===== src/rtl/mem_pkg.sv =====
// Shared types and constants for the 8x8 memory system initiator.
// State encoding covers the optional readback phases (MEM_ACCESS_MASTER_READBACK_EN).
package mem_pkg;

    localparam int DATA_W_DEF = 8;
    localparam int ADDR_W_DEF = 3;
    localparam int TIMER_W    = 4;

    localparam logic OP_READ  = 1'b0;
    localparam logic OP_WRITE = 1'b1;

    typedef enum logic [2:0] {
        ST_IDLE   = 3'd0,
        ST_ACCESS = 3'd1,
        ST_RESP   = 3'd2,
        ST_GAP    = 3'd3,
        ST_VERIFY = 3'd4
    } state_e;

endpackage


===== src/rtl/mem_access_master_if.sv =====
// Host command/response handshake plus memory-system pin bundle.
// The master modport is the initiator's view; slave is the host/memory side.
interface mem_access_master_if
    import mem_pkg::*;
#(
    parameter int DATA_W = DATA_W_DEF,
    parameter int ADDR_W = ADDR_W_DEF
);
    logic              cmd_valid;
    logic              cmd_ready;
    logic              cmd_op;
    logic [ADDR_W-1:0] cmd_addr;
    logic [DATA_W-1:0] cmd_wdata;

    logic              rsp_valid;
    logic              rsp_ready;
    logic [DATA_W-1:0] rsp_rdata;
    logic              rsp_err;

    logic              mem_op;
    logic              mem_select;
    logic [ADDR_W-1:0] mem_address;
    logic [DATA_W-1:0] mem_data_in;
    logic [DATA_W-1:0] mem_data_out;

    modport master (
        input  cmd_valid, cmd_op, cmd_addr, cmd_wdata, rsp_ready, mem_data_out,
        output cmd_ready, rsp_valid, rsp_rdata, rsp_err,
               mem_op, mem_select, mem_address, mem_data_in
    );

    modport slave (
        output cmd_valid, cmd_op, cmd_addr, cmd_wdata, rsp_ready, mem_data_out,
        input  cmd_ready, rsp_valid, rsp_rdata, rsp_err,
               mem_op, mem_select, mem_address, mem_data_in
    );
endinterface


===== src/rtl/mem_access_timer.sv =====
// Access-phase down-counter: loads CYCLES-1, counts to zero, flags done at zero.
module mem_access_timer
    import mem_pkg::*;
#(
    parameter int unsigned CYCLES = 2
) (
    input  logic clk,
    input  logic rst_n,
    input  logic load_i,
    input  logic en_i,
    output logic done_o
);
    logic [TIMER_W-1:0] count_q;

    // NOTE: sequential state uses <= so every flop samples pre-edge values in parallel.
    always_ff @(posedge clk or negedge rst_n) begin
        if (!rst_n) begin
            count_q <= '0;
        end else if (load_i) begin
            count_q <= TIMER_W'(CYCLES - 1);
        end else if (en_i && (count_q != '0)) begin
            count_q <= count_q - TIMER_W'(1);
        end
    end

    assign done_o = (count_q == '0);

endmodule


===== src/rtl/mem_access_master.sv =====
// Single-outstanding initiator driving the memory pins with ACCESS_CYCLES hold time.
// Define MEM_ACCESS_MASTER_READBACK_EN to add a verify read after every write.
module mem_access_master
    import mem_pkg::*;
#(
    parameter int          DATA_W        = DATA_W_DEF,
    parameter int          ADDR_W        = ADDR_W_DEF,
    parameter int unsigned ACCESS_CYCLES = 2
) (
    input  logic clk,
    input  logic rst_n,
    mem_access_master_if.master bus
);
    state_e            state_q;
    logic              cmd_ready_q;
    logic              rsp_valid_q;
    logic [DATA_W-1:0] rsp_rdata_q;
    logic              mem_op_q;
    logic              mem_select_q;
    logic [ADDR_W-1:0] mem_address_q;
    logic [DATA_W-1:0] mem_data_in_q;
`ifdef MEM_ACCESS_MASTER_READBACK_EN
    logic              rsp_err_q;
`endif

    logic timer_load;
    logic timer_en;
    logic timer_done;

    // NOTE: every always_comb output gets a default first so no latch is inferred.
    always_comb begin
        timer_load = 1'b0;
        timer_en   = 1'b0;
        if (state_q == ST_IDLE && bus.cmd_valid) timer_load = 1'b1;
        if (state_q == ST_GAP)                   timer_load = 1'b1;
        if (state_q == ST_ACCESS || state_q == ST_VERIFY) timer_en = 1'b1;
    end

    mem_access_timer #(.CYCLES(ACCESS_CYCLES)) u_timer (
        .clk    (clk),
        .rst_n  (rst_n),
        .load_i (timer_load),
        .en_i   (timer_en),
        .done_o (timer_done)
    );

    always_ff @(posedge clk or negedge rst_n) begin
        if (!rst_n) begin
            state_q       <= ST_IDLE;
            cmd_ready_q   <= 1'b1;
            rsp_valid_q   <= 1'b0;
            rsp_rdata_q   <= '0;
            mem_op_q      <= OP_READ;
            mem_select_q  <= 1'b0;
            mem_address_q <= '0;
            mem_data_in_q <= '0;
`ifdef MEM_ACCESS_MASTER_READBACK_EN
            rsp_err_q     <= 1'b0;
`endif
        end else begin
            case (state_q)
                ST_IDLE: begin
                    if (bus.cmd_valid) begin
                        mem_op_q      <= bus.cmd_op;
                        mem_address_q <= bus.cmd_addr;
                        mem_data_in_q <= bus.cmd_wdata;
                        mem_select_q  <= 1'b1;
                        cmd_ready_q   <= 1'b0;
                        state_q       <= ST_ACCESS;
                    end
                end
                ST_ACCESS: begin
                    if (timer_done) begin
                        mem_select_q <= 1'b0;
`ifdef MEM_ACCESS_MASTER_READBACK_EN
                        if (mem_op_q == OP_WRITE) begin
                            state_q <= ST_GAP;
                        end else begin
                            rsp_rdata_q <= bus.mem_data_out;
                            rsp_err_q   <= 1'b0;
                            rsp_valid_q <= 1'b1;
                            state_q     <= ST_RESP;
                        end
`else
                        if (mem_op_q == OP_READ) rsp_rdata_q <= bus.mem_data_out;
                        rsp_valid_q <= 1'b1;
                        state_q     <= ST_RESP;
`endif
                    end
                end
`ifdef MEM_ACCESS_MASTER_READBACK_EN
                // One idle cycle lets the memory FSM return to idle before the verify read.
                ST_GAP: begin
                    mem_op_q     <= OP_READ;
                    mem_select_q <= 1'b1;
                    state_q      <= ST_VERIFY;
                end
                ST_VERIFY: begin
                    if (timer_done) begin
                        mem_select_q <= 1'b0;
                        rsp_rdata_q  <= bus.mem_data_out;
                        rsp_err_q    <= (bus.mem_data_out != mem_data_in_q);
                        rsp_valid_q  <= 1'b1;
                        state_q      <= ST_RESP;
                    end
                end
`endif
                ST_RESP: begin
                    if (bus.rsp_ready) begin
                        rsp_valid_q <= 1'b0;
                        cmd_ready_q <= 1'b1;
                        state_q     <= ST_IDLE;
                    end
                end
                default: state_q <= ST_IDLE;
            endcase
        end
    end

    assign bus.cmd_ready   = cmd_ready_q;
    assign bus.rsp_valid   = rsp_valid_q;
    assign bus.rsp_rdata   = rsp_rdata_q;
    assign bus.mem_op      = mem_op_q;
    assign bus.mem_select  = mem_select_q;
    assign bus.mem_address = mem_address_q;
    assign bus.mem_data_in = mem_data_in_q;
`ifdef MEM_ACCESS_MASTER_READBACK_EN
    assign bus.rsp_err     = rsp_err_q;
`else
    assign bus.rsp_err     = 1'b0;
`endif

endmodule


===== src/flat_wrapper.sv =====
// flat-port wrapper written by rule: the top's interface ports become plain ports
module mem_access_master_flat import mem_pkg::*;
#(
    parameter int          DATA_W        = DATA_W_DEF,
    parameter int          ADDR_W        = ADDR_W_DEF,
    parameter int unsigned ACCESS_CYCLES = 2
)
  (clk, rst_n, bus_cmd_valid, bus_cmd_op, bus_cmd_addr, bus_cmd_wdata, bus_rsp_ready, bus_mem_data_out, bus_cmd_ready, bus_rsp_valid, bus_rsp_rdata, bus_rsp_err, bus_mem_op, bus_mem_select, bus_mem_address, bus_mem_data_in);
  mem_access_master_if #(.DATA_W(DATA_W), .ADDR_W(ADDR_W)) bus_i ();
  input  logic clk;
  input  logic rst_n;
  input wire logic [$bits(bus_i.cmd_valid)-1:0] bus_cmd_valid;
  input wire logic [$bits(bus_i.cmd_op)-1:0] bus_cmd_op;
  input wire logic [$bits(bus_i.cmd_addr)-1:0] bus_cmd_addr;
  input wire logic [$bits(bus_i.cmd_wdata)-1:0] bus_cmd_wdata;
  input wire logic [$bits(bus_i.rsp_ready)-1:0] bus_rsp_ready;
  input wire logic [$bits(bus_i.mem_data_out)-1:0] bus_mem_data_out;
  output wire logic [$bits(bus_i.cmd_ready)-1:0] bus_cmd_ready;
  output wire logic [$bits(bus_i.rsp_valid)-1:0] bus_rsp_valid;
  output wire logic [$bits(bus_i.rsp_rdata)-1:0] bus_rsp_rdata;
  output wire logic [$bits(bus_i.rsp_err)-1:0] bus_rsp_err;
  output wire logic [$bits(bus_i.mem_op)-1:0] bus_mem_op;
  output wire logic [$bits(bus_i.mem_select)-1:0] bus_mem_select;
  output wire logic [$bits(bus_i.mem_address)-1:0] bus_mem_address;
  output wire logic [$bits(bus_i.mem_data_in)-1:0] bus_mem_data_in;
  assign bus_i.cmd_valid = bus_cmd_valid;
  assign bus_i.cmd_op = bus_cmd_op;
  assign bus_i.cmd_addr = bus_cmd_addr;
  assign bus_i.cmd_wdata = bus_cmd_wdata;
  assign bus_i.rsp_ready = bus_rsp_ready;
  assign bus_i.mem_data_out = bus_mem_data_out;
  assign bus_cmd_ready = bus_i.cmd_ready;
  assign bus_rsp_valid = bus_i.rsp_valid;
  assign bus_rsp_rdata = bus_i.rsp_rdata;
  assign bus_rsp_err = bus_i.rsp_err;
  assign bus_mem_op = bus_i.mem_op;
  assign bus_mem_select = bus_i.mem_select;
  assign bus_mem_address = bus_i.mem_address;
  assign bus_mem_data_in = bus_i.mem_data_in;
  mem_access_master #(.DATA_W(DATA_W), .ADDR_W(ADDR_W), .ACCESS_CYCLES(ACCESS_CYCLES)) u_core (.clk(clk), .rst_n(rst_n), .bus(bus_i));
endmodule

===== config.mk =====
export PLATFORM = sky130hd
export DESIGN_NAME = mem_access_master_flat
export DESIGN_NICKNAME = d
export VERILOG_FILES = /design/src/rtl/mem_pkg.sv /design/src/rtl/mem_access_master_if.sv /design/src/rtl/mem_access_timer.sv /design/src/rtl/mem_access_master.sv /design/src/flat_wrapper.sv
export SDC_FILE = /design/constraint.sdc
export NUM_CORES = 1
export LEC_CHECK = 0
export CAP_MARGIN = 5
export CORE_MARGIN = 2
export CORE_UTILIZATION = 40
export DETAILED_ROUTE_END_ITERATION = 10
export HOLD_SLACK_MARGIN = 0.06
export PLACE_DENSITY = 0.74
export SYNTH_ARGS = -nofsm -noshare
export SYNTH_HDL_FRONTEND = slang
export SYNTH_SLANG_ARGS = --single-unit
export TNS_END_PERCENT = 50

===== constraint.sdc =====
create_clock -name clk -period 2 [get_ports clk]
set_input_delay 0.4 -clock clk [delete_from_list [all_inputs] [get_ports clk]]
set_output_delay 0.4 -clock clk [all_outputs]
set_load 0.02 [all_outputs]

==> out/results.tsv <==
metric	value	unit
timing_max_transition_violations_final	0	
clkSlewWorstSetupHoldPaths	0.09	ns
worst-path-max-fanout	3	
synth_enable_flop_cells	0	
cts.repair_timing.setup_buffer_count	0	
setup_violations	0	
core.rowCount	20	
cpMaxStageDelayCell	clkdlybuf4s50_1	
dr.first_iter.drc_count	22	
postSynthRegisterBits	29	
route.detailed.wl_per_inst	13.8	um
main_combinational_cell_family_by_area_after_synthesis	multiplexers	
io-pin-count	48	
synth.avg_cell_area	13.9	sq um
crit_arrival	1.45	ns
total_power	2.91	mW
cp.buffers_inverters	1	
post_synth_xor_area_fraction	0.00714	
synthSimpleGateAreaFrac	0.0907	
grt_overflow	0	
fin_crit_sh	0.923	
vias	865	
detailed_place_hpwl	1860	um
floorplan.die_area	0.00353	sq mm
regToRegStartpoint	u_core.state_q[0]	
fp.dieW	59.4	um
grt_pass1_vias	907	
grt_setup_unrepaired	no	
yosysSeqAreaShare	0.592	
tritoncts.num_buffers	5	
max_capacitance_violation_count	0	
routed-wl-met2	1210	um
min_period	1.85	ns
worst-path-stages	1	
wire_length_of_the_first_global_routing_pass	4020	um
cp_slowest_stage_delay	0.59	ns
reg2reg_depth	3	
antenna_cells	0	
critPathCapture	bus_cmd_ready	
final_layout_net_count	166	
muxShareOfSynthArea	0.192	
met1_length	988	um
synth_cells	88	
clock-root-buffer	clkbuf_4	
synth_area	0.00123	sq mm
postSynth.topFlopCell	dfrtp_1	
postLayoutSetupSlackWorst	0.154	ns
synth_cell_types	29	
ratio_of_cells_with_drive_above_1_in_the_final_layout	0.239	
stdcell_count	175	
clock_sink_count	29	
finalWeightedCongestion	0.734	
crit_path_cell_trace	clkdlybuf4s50_1	
post_drt_via_cell_ratio	4.94	
worst-setup-path-type	reg -> out	
power-per-cell-area	1620	mW/mm^2
syn2layout_area_growth	46.3	%
dpl.cell_count	167	
fmax	0.542	GHz
drcViolationCount	0	
vdd_ir_drop_max	0.814	mV
fraction_of_registers_with_async_set_or_reset_after_synthesis	1.00	
firstDrtPassIters	2	
maximum_number_of_pins_on_one_net_before_global_route_repair	21	
relSlewSlack	0.544	
fp.coreArea	0.00298	sq mm
postCtsHoldBufs	0	
top_layer_used	met4	
clock_insertion_delay_worst_skew	0.32	ns
setup.worst_path.start	u_core.bus.cmd_ready	
route.met3.wl	149	um
timing.hold.worst.class	in -> async	
cts_resized	0	
ctsLongestPathBuffers	2	
synthesis.yosys.warnings	0	
worst_pin_slew	0.683	ns
detail_route.wirelength	2410	um
outcome	finished, final reports clean	
initial_cell_density_of_the_core	0.412	
leakage	0.787	nW
crit_path_start_kind	flop	
die-height	59.4	um
synth_compound_gate_area_share	0.0734	
final-hold-violation-count	0	
place.port_buffers	46	
post_synth_fa_ha_maj_area_fraction	0.0102	
critPathCaptureType	primary output	
syn-num-nets	113	
antenna_found_initial	0	
timing.rr.end	u_core.bus.rsp_rdata[3]	
cts_tree	done	
placement_setup_slack	0.201	ns
h-tree-depth	2	
final_antenna_net_count	0	
setup_total_negative_slack	0	ns
top_delay_family_on_crit_path	buffers and inverters	
groute.usage.overall	0.159	
ff2ff_setup_slack	0.27	ns
fin_skew	0.00384	ns
critical_path_required	1.60	ns
==> cell families (layout without fill, tap and decap cells) <==
group	Yosys count	count (layout)
flops	29	29
mux	21	21
simple gates	14	14
compound gates	13	13
buf+inv	8	62
fa+ha+maj	1	1
other cells	1	1
xor+xnor	1	1
==> worst min-delay path by stage <==
stage	slack [ns]	endpoint	start	cells after the start
final	0.42	u_core.bus.rsp_rdata[0]	rst_n	1
after global placement	0.47	u_core.bus.cmd_ready	u_core.bus.cmd_ready	2
after detailed placement	0.49	u_core.bus.mem_data_in[3]	u_core.bus.mem_data_in[3]	1
after CTS	0.43	u_core.bus.rsp_rdata[0]	rst_n	1
after global routing	0.43	u_core.bus.rsp_rdata[0]	rst_n	1
after floorplan	0.10	u_core.bus.mem_address[0]	rst_n	0
==> layout make-up <==
class                           instances  area, sq um
Sequential cell                        29          727
Clock buffer                            6         41.3
Tap cell                               33         41.3
Fill cell                             268         1180
Clock inverter                          2         10.0
Multi-Input combinational cell         51          462
Inverter                                5         18.8
Timing Repair Buffer                   49          495
==> registers in the layout, summed over array words and instances, names as in the netlist <==
register                flops
u_core.bus.mem_data_in      8
u_core.u_timer.count_q      4
u_core.bus.rsp_rdata        8
u_core.bus.mem_op           1
u_core.bus.rsp_valid        1
u_core.state_q              2
u_core.bus.mem_address      3
u_core.bus.mem_select       1
u_core.bus.cmd_ready        1
==> per-stage QoR <==
| stage | cell area [sq um] | hold WS [ns] | utilization |
|---|---|---|---|
| after CTS | 1800 | 0.426 | 0.603 |
| after global placement | 1740 | 0.467 | 0.586 |
| after floorplan | 1230 | 0.104 | - |
| final | 1800 | 0.421 | 0.603 |
| after global routing | 1800 | 0.435 | 0.603 |
| after detailed placement | 1740 | 0.495 | 0.586 |
==> metal layers <==
layer | up-vias | GRT usage
li1 | 410 | -
met2 | 28 | 0.251
met5 | - | 0
met4 | 0 | 0.0974
met3 | 7 | 0.0524
met1 | 420 | 0.186
==> cells in the final DEF, fill, tap and decap left out, types with 2 or more instances in the layout <==
cell / n
nor2b_1: 3
buf_4: 2
clkbuf_4: 5
clkdlybuf4s50_1: 46
mux2_2: 20
a22o_1: 3
a21oi_1: 2
nor2_1: 2
clkinv_2: 2
o21ai_0: 3
inv_1: 5
dfrtp_1: 28
==> power by group <==
part           internal [mW]  total, mW  switching, mW
combinational          0.824       1.52          0.701
clock                  0.134      0.323          0.189
sequential             0.880       1.07          0.186
total                   1.84       2.91           1.08
==> synth_stat cells (all sizes together) (2+ instances only) <==
library cell	n	area (sq um)
a21oi	2	10.0
nor2b	3	18.8
o21ai	3	15.0
dfrtp	28	701
a22o	3	26.3
buf	3	20.0
nor2	2	7.51
mux2	20	225
inv	5	18.8
nand3b	2	27.5
Power figures use the tool's default switching activity.
